### config.mk
export PLATFORM = sky130hd
export DESIGN_NAME = tt_freq_meter
export DESIGN_NICKNAME = d
export VERILOG_FILES = /design/src/rtl/tt_freq_pkg.sv /design/src/rtl/tt_sync_edge.sv /design/src/rtl/tt_freq_meter.sv
export SDC_FILE = /design/constraint.sdc
export NUM_CORES = 1
export LEC_CHECK = 0
export CAP_MARGIN = 20
export CORE_ASPECT_RATIO = 0.75
export CORE_MARGIN = 2
export CORE_UTILIZATION = 55
export DETAILED_ROUTE_END_ITERATION = 12
export PLACE_DENSITY_LB_ADDON = 0.12
export SKIP_CTS_REPAIR_TIMING = 1
export SLEW_MARGIN = 20
export SYNTH_ARGS = -nofsm -noshare
export SYNTH_HDL_FRONTEND = slang
export SYNTH_SLANG_ARGS = --single-unit
### constraint.sdc
create_clock -name clk -period 2.3 [get_ports clk]
set_clock_uncertainty 0.15 [all_clocks]
set_input_delay 0.46 -clock clk [delete_from_list [all_inputs] [get_ports clk]]
set_output_delay 0.46 -clock clk [all_outputs]
set_load 0.03 [all_outputs]
### src/rtl/tt_freq_pkg.sv
// Shared types and default constants for the frequency meter.
package tt_freq_pkg;

    typedef enum logic [1:0] {
        IDLE = 2'd0,
        GATE = 2'd1,
        DONE = 2'd2
    } state_t;

    localparam int unsigned CLK_HZ         = 60000000;
    localparam int unsigned GATE_CYCLES_1S = 60000000;
    localparam int unsigned CNT_W          = 26;

endpackage

### src/rtl/tt_sync_edge.sv
// Two-flop synchronizer for an asynchronous pin plus a rising-edge pulse.
module tt_sync_edge (
    input  logic clk,
    input  logic rst_n,
    input  logic pin,
    output logic rise
);

    // sh[1:0] is the synchronizer; sh[2] holds the previous synchronized level
    logic [2:0] sh;

    always_ff @(posedge clk or negedge rst_n) begin
        if (!rst_n) begin
            sh <= '0;
        end else begin
            sh <= {sh[1:0], pin};
        end
    end

    assign rise = sh[1] & ~sh[2];

endmodule

### src/rtl/tt_freq_meter.sv
// Gated edge counter: counts sig_in rising edges over GATE_CYCLES clk cycles.
module tt_freq_meter
    import tt_freq_pkg::*;
#(
    parameter int unsigned GATE_CYCLES = tt_freq_pkg::GATE_CYCLES_1S,
    parameter int unsigned CNT_W       = tt_freq_pkg::CNT_W
) (
    input  logic             clk,
    input  logic             rst_n,
    input  logic             ena,
    input  logic             sig_in,
    input  logic [1:0]       byte_sel,
    output logic [CNT_W-1:0] freq_cnt,
    output logic             meas_valid,
    output logic             ovf,
    output logic             busy,
    output logic [7:0]       byte_out
);

    // Gate counter is sized from the window length, independent of CNT_W
    localparam int unsigned     GATE_W    = $clog2(GATE_CYCLES);
    localparam logic [GATE_W-1:0] GATE_LAST = GATE_W'(GATE_CYCLES - 1);

    state_t             state;
    state_t             next_state;
    logic [GATE_W-1:0]  gate_cnt;
    logic [CNT_W-1:0]   edge_cnt;
    logic               sat;
    logic               rise;
    logic               last_gate;
    logic [29:0]        cnt_ext;

    tt_sync_edge u_sync (
        .clk   (clk),
        .rst_n (rst_n),
        .pin   (sig_in),
        .rise  (rise)
    );

    assign last_gate = (gate_cnt == GATE_LAST);

    always_ff @(posedge clk or negedge rst_n) begin
        if (!rst_n) begin
            state <= IDLE;
        end else begin
            state <= next_state;
        end
    end

    always_comb begin
        next_state = state;
        case (state)
            IDLE:    if (ena) next_state = GATE;
            GATE: begin
                if (!ena)           next_state = IDLE;
                else if (last_gate) next_state = DONE;
            end
            DONE:    next_state = ena ? GATE : IDLE;
            default: next_state = IDLE;
        endcase
    end

    always_ff @(posedge clk or negedge rst_n) begin
        if (!rst_n) begin
            gate_cnt <= '0;
            edge_cnt <= '0;
            sat      <= 1'b0;
        end else if (state == GATE) begin
            gate_cnt <= gate_cnt + 1'b1;
            if (rise) begin
                if (edge_cnt == '1) sat <= 1'b1;
                else                edge_cnt <= edge_cnt + 1'b1;
            end
        end else begin
            gate_cnt <= '0;
            edge_cnt <= '0;
            sat      <= 1'b0;
        end
    end

    // Result and its valid pulse are registered together, so freq_cnt is
    // already updated in the cycle meas_valid is high.
    always_ff @(posedge clk or negedge rst_n) begin
        if (!rst_n) begin
            freq_cnt   <= '0;
            ovf        <= 1'b0;
            meas_valid <= 1'b0;
        end else begin
            meas_valid <= (state == DONE);
            if (state == DONE) begin
                freq_cnt <= edge_cnt;
                ovf      <= sat;
            end
        end
    end

    assign busy    = (state == GATE);
    assign cnt_ext = 30'(freq_cnt);

    always_comb begin
        byte_out = '0;
        case (byte_sel)
            2'd0:    byte_out = cnt_ext[7:0];
            2'd1:    byte_out = cnt_ext[15:8];
            2'd2:    byte_out = cnt_ext[23:16];
            default: byte_out = {ovf, busy, cnt_ext[29:24]};
        endcase
    end

endmodule

==> results of run 1 <==
-- routing by layer --
layer  vias to the layer above  GRT usage [%]  routed length, um
met5                         -              0                  0
met4                         0           7.30                 99
met3                         9           5.91                473
met2                        79           36.3               4270
met1                      1590           36.7               4510
li1                       1493              -                  -
-- final cells by class --
| type | count | area [sq um] | area share, % |
|---|---|---|---|
| Sequential cell | 86 | 2150 | 43.3 |
| Multi-Input combinational cell | 269 | 1840 | 36.9 |
| Timing Repair Buffer | 73 | 661 | 13.3 |
| Clock buffer | 12 | 145 | 2.92 |
| Tap cell | 101 | 126 | 2.54 |
| Inverter | 8 | 30.0 | 0.604 |
| Clock inverter | 4 | 22.5 | 0.453 |
-- sequential cells by signal, summed over array words and instances (netlist names) --
name / flops
u_sync.sh: 3
edge_cnt: 26
ovf: 1
sat: 1
gate_cnt: 26
freq_cnt: 26
state: 2
meas_valid: 1
-- worst min path at each step --
stage	end	slack, ps	depth (start not counted)
6_report	u_sync.sh[1]	210	0
5_1_grt	u_sync.sh[1]	240	0
4_1_cts	gate_cnt[18]	-120	1
3_5_place_dp	u_sync.sh[1]	200	0
3_3_place_gp	u_sync.sh[1]	180	0
2_1_floorplan	edge_cnt[0]	10	0
-- cells by family after synthesis --
| group | count (synthesis) | synth area share [%] |
|---|---|---|
| compound gates | 42 | 6.20 |
| xor+xnor | 34 | 7.27 |
| fa+ha+maj | 2 | 0.611 |
| buf+inv | 24 | 2.81 |
| flops | 86 | 52.5 |
| mux | 35 | 10.6 |
| simple gates | 156 | 20.0 |
-- cells in the mapped netlist (3+ instances only) --
master and number:
nor3_1 4, and3_1 4, nand4_1 11, a311oi_1 3, xor2_1 12, inv_1 8, clkbuf_1 11, mux4_2 4
o21ai_0 14, dfrtp_1 86, nor2_1 44, nand3_1 19, and4_1 5, mux2i_1 4, mux2_2 27, or4_1 4
nand2_1 27, o211ai_1 4, xnor2_1 22, nor4_1 12, or3_1 9, and2_1 3, a21oi_1 11
-- stage by stage --
| step | TNS, ps | cells | power [mW] | instance area (sq um) |
|---|---|---|---|---|
| 2_1_floorplan | 0 | 379 | 1.64 | 4100 |
| 3_3_place_gp | -2570 | 535 | 1.71 | 4780 |
| 3_5_place_dp | -2750 | 535 | 1.71 | 4780 |
| 4_1_cts | -2820 | 551 | 2.64 | 4940 |
| 5_1_grt | 0 | 553 | 2.72 | 4970 |
| 6_report | 0 | 553 | 2.61 | 4970 |
-- cells in the final DEF, fill, tap and decap left out, types with 3 or more instances in the layout --
cell	Yosys	layout
buf_4	0	34
mux2i_1	4	4
or3_1	9	9
mux4_2	4	4
xor2_1	12	12
a21oi_1	11	11
o21ai_1	1	4
nor4_1	12	12
buf_6	2	4
and3_1	4	4
a311oi_1	3	3
o211ai_1	4	4
clkbuf_8	1	10
and4_1	5	5
nor2_1	44	44
inv_1	8	8
and2_1	3	3
mux2_2	27	27
clkdlybuf4s50_1	0	30
o21ai_0	14	10
dfrtp_1	86	86
or4_1	4	4
nand3_1	19	19
nand2_1	27	27
nor3_1	4	4
xnor2_1	22	22
nand4_1	11	11
clkinv_2	0	3
-- worst reg2reg max path, cell delays in order (launching register included) --
cell and delay (ps):
dfrtp_1 430, nand4_2 140, or3_4 420, a211o_1 430
or3_1 400, a21oi_1 140
-- power groups by stage --
stage / clock, mW / combinational, mW / sequential [mW]
after global routing: 1.02 / 0.155 / 1.55
final: 0.927 / 0.136 / 1.54
after CTS: 0.957 / 0.135 / 1.54
after global placement: 0 / 0.132 / 1.57
after detailed placement: 0 / 0.134 / 1.58
after floorplan: 0 / 0.0674 / 1.57
==> results_dict.tcl, run 1 <==
set metrics [dict create \
    via_count 3171 \
    intPower_mw 1.99 \
    path_class "reg -> reg" \
    p_leak_nw 2.17 \
    drive_gt1_share_pct 21.9 \
    drv_slew 0 \
    comb_power_share_pct 5.2 \
    setup_violations 0 \
    wl_per_cell_um 16.9 \
    antenna_found_initial 0 \
    synth_area_per_cell_sq_um 10.8 \
    ff2ff_setup_slack_ps 120 \
    row_count 27 \
    yosysSeqAreaShare_pct 52.5 \
    drt-initial-drc-count 143 \
    synth_area_sq_um 4100 \
    io_pins 43 \
    p_sw_share_pct 23.6 \
    p_switching_mw 0.615 \
    die_w_um 104 \
    grt_overflow 0 \
    area_growth_pct 21.4 \
    synth_top_cell_area_share_pct 52.5 \
    ys_ff_latch 86 \
    max_freq_mhz 459 \
    initial_core_util_pct 56.4 \
    grt_pass1_vias 3063 \
    path_depth 5 \
    synth_cell_types 46 \
    post-route-period-util_pct 94.6 \
    htreeDepth 3 \
    period_minus_slack_ps 2180 \
    gp_congestion 0.849 \
    routed_wl_mm 9.35 \
    maxSlewHeadroom_pct 57.0 \
    r2r-end "edge_cnt[25]" \
    antenna_cells 0 \
    seqPwrFrac_pct 59.2 \
    core_sq_um 7260 \
    clkTransAtPathRegs_ps 80 \
    grt_setup_unrepaired "false" \
    crit_required_ps 2430 \
    synth_top_area_cell "dfrtp_1" \
    grt_max_degree 52 \
    hold_slack_ps 211 \
    crit_path_start "edge_cnt[7]" \
    holdCritPathClass "reg -> reg" \
    dieArea_sq_um 8160 \
    fill_cells 571 \
    holdCritStartpoint "u_sync.sh[0]" \
    crit_path_max_fanout 11 \
    crit_family "simple AND/OR/NAND/NOR gates" \
    cts-root-buf "clkbuf_8" \
    numCtsBuffers 9 \
    fp.dieH_um 78.7 \
    cts_tree "yes" \
    cp_slowest_cell "dfrtp_1" \
    placement.setup.worst_slack_ps -529 \
    final.setup.worst_slack_ps 123 \
    synth-edff-count 0 \
    r2r_cells 5 \
    status "finished clean" \
    drt_pass1_iterations 5 \
    path_cells "nand4_2, or3_4, a211o_1, or3_1, a21oi_1" \
    place_hpwl_mm 6.68 \
    nets 455 \
    drc 0 \
    power.density_nw_per_um2 524 \
    synth_nets 387 \
    cts.sinks 86 \
    clockBufferDepth 2 \
    yosys_warnings 0 \
    worstSkewPairLatency_ps 350 \
    final_core_util_pct 68.5 \
    viasPerCell 5.73 \
    track_usage_pct 24.7 \
    ant_nets 0 \
    cp-end-kind "register" \
    cp_data_arrival_time_ps 2310 \
    synth_flop_cell "dfrtp_1" \
    crit_end "edge_cnt[25]" \
    numPortBuffers 42 \
    cp_num_buf_inv 0 \
    hold_viol 0 \
    cap_viol_max_count 0 \
    netlist_instances 379 \
    async_flop_share_pct 100 \
    grt_pass1_wl_mm 15.6 \
    worstMarginPinSlew_ps 642 \
    reg2reg_from "edge_cnt[7]" \
    vdd_drop_max_mv 0.366 \
    crit_path_start_kind "register" \
    cp_slowest_stage_delay_ps 430 \
    clkPwrFrac_pct 35.5 \
    netlist_top_cells_area "dfrtp_1, mux2_2, xnor2_1, nor2_1, xor2_1" \
]
Power figures use the tool's default switching activity.
==> inputs of run 2 (changes only) <==
- ABC_AREA: not set -> 1
- CAP_MARGIN: 20 -> 10
- SYNTH_HIERARCHICAL: not set -> 1
==> run 2 against run 1 <==
  * Clock power rose by 50%
  * Critical path depth up 5
  * Sequential share of layout area fell by 4.7 points
  * Flip-flop and latch count unchanged
  * Sequential power is essentially flat
  * Largest power group unchanged
  * Fmax up 3.1%
  * Clock-buffer cell count did not move
  * Synthesized cell count grew 71%
  * Global-route usage grew 4.0 points
  * Critical endpoint is now edge_cnt[8]
  * Register-to-register slack improved by 60 ps
  * Combinational power grew 67%
  * Hold slack got worse by 12 ps
==> results_dict.tcl, run 2 <==
set metrics [dict create \
    grt_overflow 0 \
    synth_top_area_cell "dfrtp_1" \
    cts-root-buf "clkbuf_16" \
    grt_pass1_wl_mm 21.0 \
    synth_nets 656 \
    area_growth_pct 17.7 \
    gp_congestion 0.972 \
    track_usage_pct 28.6 \
    final_cell_mix "nand2_1, dfrtp_1, nor2_1" \
    path_class "reg -> reg" \
    yosys_warnings 6 \
    antenna_found_initial 0 \
    holdCritPathClass "reg -> reg" \
    placed_area_sq_um 5280 \
    drc 0 \
    power.density_nw_per_um2 566 \
    synth_flop_cell "dfrtp_1" \
    numCtsBuffers 9 \
    clkTransAtPathRegs_ps 60 \
    hold_viol 0 \
    yosysSeqAreaShare_pct 45.3 \
    numPortBuffers 42 \
    routed_wl_mm 12.6 \
    ant_nets 0 \
    crit_required_ps 2380 \
    synth_top_cell_area_share_pct 45.3 \
    cp-end-kind "register" \
    final_common_cell "nand2_1" \
    cp_slowest_cell "dfrtp_1" \
    synth_area_sq_um 4750 \
    ys_ff_latch 86 \
    worstMarginPinSlew_ps 584 \
    reg_top3 "edge_cnt (26), freq_cnt (26), gate_cnt (26)" \
    placement.setup.worst_slack_ps -47.8 \
    grt_pass1_vias 4067 \
    p_sw_share_pct 24.6 \
    cp_slowest_stage_delay_ps 440 \
    grt_setup_unrepaired "false" \
    wl_per_cell_um 15.5 \
    dieArea_sq_um 9400 \
    holdCritStartpoint "u_sync/sh[0]" \
    clockBufferDepth 2 \
    drive_gt1_share_pct 11.2 \
    nets 708 \
    fin_area_sq_um 5590 \
    seqPwrFrac_pct 49.0 \
    drv_slew 0 \
    whs_endpoint "u_sync/sh[1]" \
    io_pins 43 \
    period_minus_slack_ps 2110 \
    intPower_mw 2.39 \
    grt_max_degree 44 \
    place_hpwl_mm 9.42 \
    r2r_cells 10 \
    synth-edff-count 0 \
    max_freq_mhz 473 \
    ff2ff_setup_slack_ps 190 \
    setup_violations 0 \
    cts_tree "yes" \
    vdd_drop_max_mv 0.513 \
    viasPerCell 5.41 \
    finalPower_mw 3.16 \
    post-route-period-util_pct 91.8 \
    synth_cell_types 35 \
    fp.dieH_um 84.4 \
    placed_cells 796 \
    hold_depth 0 \
    crit_path_max_fanout 34 \
    antenna_cells 0 \
    crit_path_start_kind "register" \
    cts.sinks 86 \
    clkPwrFrac_pct 43.8 \
    maxSlewHeadroom_pct 60.8 \
    async_flop_share_pct 100 \
    synth.most_common_cell "nand2_1" \
    htreeDepth 3 \
    reg2reg_from "edge_cnt[1]" \
    comb_power_share_pct 7.2 \
    cap_viol_max_count 0 \
    hold_slack_ps 199 \
    worstSkewPairLatency_ps 340 \
    row_count 29 \
    status "finished clean" \
    die_w_um 111 \
    netlist_top_cells_area "dfrtp_1, nand2_1, nor2_1, inv_1, o21ai_2" \
    drt_pass1_iterations 5 \
    p_switching_mw 0.777 \
    netlist_instances 648 \
    yosys-top-cells-count "nand2_1, dfrtp_1, nor2_1, inv_1, o21ai_0" \
    core_sq_um 8420 \
    final.setup.worst_slack_ps 188 \
    path_cells "ha_1, nand2_2, nor2_4, nand2_4, nor2_8, nand3_4, nand2_4, inv_1, nand2_1, nand2_1" \
    cp_data_arrival_time_ps 2190 \
    via_count 4398 \
    r2r-end "edge_cnt[8]" \
    initial_core_util_pct 56.4 \
    drt-initial-drc-count 375 \
    synth_area_per_cell_sq_um 7.32 \
    p_leak_nw 2.52 \
    final_cells 813 \
]
[run 2: cell count changes after synthesis, moves of 7 or more]
| cell | before | now |
|---|---|---|
| inv_1 | 8 | 66 |
| mux2_2 | 27 | 0 |
| nor2_1 | 44 | 84 |
| o21ai_2 | 0 | 20 |
| or3_1 | 9 | 0 |
| nand3_1 | 19 | 30 |
| nand2_1 | 27 | 242 |
| o21ai_0 | 14 | 31 |
| xnor2_1 | 22 | 0 |
| nor3_1 | 4 | 11 |
| nor4_1 | 12 | 3 |
[run 2: area by class of cell]
| cell class | count | area (sq um) |
|---|---|---|
| tap | 108 | 135 |
| multi-input combinational | 482 | 2260 |
| sequential | 86 | 2150 |
| timing repair buffer | 53 | 498 |
| clock inverter | 4 | 31.3 |
| inverter | 68 | 255 |
| clock buffer | 12 | 256 |
| fill | 746 | 2830 |
[run 2: cells by family after synthesis]
kind of cell / share of synthesized area (%)
simple gates: 36.9
flops: 45.3
buf+inv: 7.22
compound gates: 8.75
xor+xnor: 1.29
fa+ha+maj: 0.527
[run 2: worst max path at each step]
stage                            from           to  slack [ps]  depth (start not counted)
final                     edge_cnt[1]  edge_cnt[8]         190                         10
after global routing      edge_cnt[1]  edge_cnt[8]          10                         10
after CTS                 byte_sel[1]  byte_out[6]         -60                          5
after detailed placement  byte_sel[1]  byte_out[6]         -50                          5
after global placement    byte_sel[1]  byte_out[6]         -60                          5
after floorplan              state[1]  byte_out[6]         410                          3
[run 2: critical path, delay by kind of cell (launching register included)]
family,cells,cell delay (ps)
and+or+nand+nor,8,1040
DFF,1,440
adders and majority gates,1,240
buffers and inverters,1,110
[run 2: power by group through the flow]
stage | Combinational [mW] | Clock (mW) | Sequential, mW
after floorplan | 0.151 | 0 | 1.57
after global placement | 0.219 | 0 | 1.58
after detailed placement | 0.224 | 0 | 1.58
after CTS | 0.226 | 1.42 | 1.55
after global routing | 0.256 | 1.48 | 1.55
final | 0.227 | 1.39 | 1.55
[run 2: stage by stage]
stage | utilization (%) | TNS, ps
floorplan | - | 0
global placement | 62.7 | -80.3
detailed placement | 62.7 | -76.8
CTS | 66.1 | -103
global route | 66.4 | 0
finish | 66.4 | 0
[run 2: layer usage]
metal / part of all wire (%) / track usage [%]
met5: 0 / 0
met4: 0.69 / 4.49
met3: 9.6 / 10.5
met2: 38 / 36.8
met1: 51 / 46.3
==> inputs of run 3 (changes only) <==
- CORE_MARGIN: 2 -> not set
==> run 3 against run 2 <==
  * The flow now finishes with violations (hold timing)
  * Hold slack worse by 230 ps
  * Sequential share of layout area down 0.15 points
  * Critical path depth shrank 4
  * Worst setup slack got worse by 130 ps
  * Via count grew 0.95%
  * Fmax shrank 5.8%
  * Global-route usage is 2.7 points higher
  * Combinational power rose by 6%
  * Die area is 4.1% lower
  * Clock-buffer cell count down 3
  * Non-clock buffer count is 1 higher
  * Utilization grew 2.6 points
==> results_dict.tcl, run 3 (synthesized netlist as in run 2, its figures left out) <==
set metrics [dict create \
    status "complete, but fails checks" \
    violations "hold timing" \
    nets 709 \
    ant_nets 0 \
    groute.layer.met2.usage_pct 41.6 \
    crit_path_max_fanout 8 \
    reg_top3 "edge_cnt (26), freq_cnt (26), gate_cnt (26)" \
    final_cell_mix "nand2_1, dfrtp_1, nor2_1" \
    clockBufferDepth 2 \
    via_count 4440 \
    grt_overflow 0 \
    hold_viol 41 \
    post-route-period-util_pct 97.5 \
    htreeDepth 3 \
    crit_path_start_kind "input port" \
    worstMarginPinSlew_ps 584 \
    grt_util_met3_pct 7.22 \
    multi_input_area_sq_um 2270 \
    row_count 28 \
    hold_slack_ps -27.4 \
    setup_violations 0 \
    holdCritPathClass "in -> async" \
    vdd_drop_max_mv 0.440 \
    drc 0 \
    core_sq_um 8130 \
    power.density_nw_per_um2 579 \
    drive_gt1_share_pct 11.5 \
    cp-end-kind "output pin" \
    grt_pass1_vias 4018 \
    cts.sinks 86 \
    ff2ff_setup_slack_ps 230 \
    worstSkewPairLatency_ps 340 \
    numPortBuffers 42 \
    grt_setup_unrepaired "false" \
    p_leak_nw 2.52 \
    maxSlewHeadroom_pct 61.1 \
    fill_cells 674 \
    fp.dieH_um 82.4 \
    use_met1_pct 50.4 \
    cts_tree "yes" \
    max_freq_mhz 446 \
    drt-initial-drc-count 487 \
    cts-root-buf "clkbuf_16" \
    routed_wl_mm 12.7 \
    antenna_cells 0 \
    area_growth_pct 18.2 \
    clkTransAtPathRegs_ps 60 \
    finalSetupTns_ps 0 \
    path_class "in -> out" \
    grt_max_degree 50 \
    final_common_cell "nand2_1" \
    wl_per_cell_um 15.6 \
    period_minus_slack_ps 2240 \
    grt_pass1_wl_mm 20.8 \
    drt_pass1_iterations 7 \
    cap_viol_max_count 0 \
    antenna_found_initial 0 \
    grt-busiest-layer "met1" \
    cp_data_arrival_time_ps 1630 \
    initial_core_util_pct 58.4 \
    drv_slew 0 \
    io_pins 43 \
    finalPower_mw 3.25 \
    viasPerCell 5.48 \
    crit_required_ps 1690 \
    track_usage_pct 31.3 \
    seq_area_sq_um 2150 \
    place_hpwl_mm 9.64 \
    dieArea_sq_um 9010 \
    die_w_um 109 \
    gp_congestion 0.903 \
    numCtsBuffers 9 \
]
## run 3: worst max-delay path: stages
cell and delay (ps):
clkdlybuf4s50_1 570, nor2_1 90, buf_4 170, nand2_1 60, nand4_1 120, buf_6 170
## run 3: final timing paths
check,depth (start not counted),from,end
setup reg to reg,10,edge_cnt[1],edge_cnt[11]
max in group asynchronous,2,rst_n,gate_cnt[2]
setup / recovery,6,byte_sel[1],byte_out[1]
hold / removal,1,rst_n,gate_cnt[13]
min in group clk,0,u_sync/sh[0],u_sync/sh[1]
hold reg to reg,0,u_sync/sh[0],u_sync/sh[1]
## run 3: cell type report
class / instances / area share [%]
Multi-Input combinational cell: 482 / 40.4
Timing Repair Buffer: 54 / 9.06
Inverter: 68 / 4.55
Clock buffer: 9 / 4.02
Sequential cell: 86 / 38.4
Clock inverter: 6 / 1.25
Tap cell: 105 / 2.34
## run 3: routing by layer
metal	vias to the layer above	wire length (um)
met1	2053	6490
li1	2160	-
met4	0	163
met3	16	1210
met5	-	0
met2	211	4800
## run 3: metrics by stage
| step | worst slack, ps | instance area, sq um | utilization (%) | hold slack (ps) | std cells |
|---|---|---|---|---|---|
| 2_1_floorplan | 409 | 4750 | - | 14.4 | 648 |
| 3_3_place_gp | 26.3 | 5290 | 65.1 | 187 | 795 |
| 3_5_place_dp | -64.2 | 5290 | 65.1 | 194 | 795 |
| 4_1_cts | -65.7 | 5580 | 68.7 | -8.66 | 810 |
| 5_1_grt | 2.52 | 5610 | 69.0 | 9.09 | 810 |
| 6_report | 57.0 | 5610 | 69.0 | -27.4 | 810 |
## run 3: power by group
group	internal, mW	switching, mW
registers	1.53	0.0181
clock network	0.845	0.614
logic	0.0692	0.172
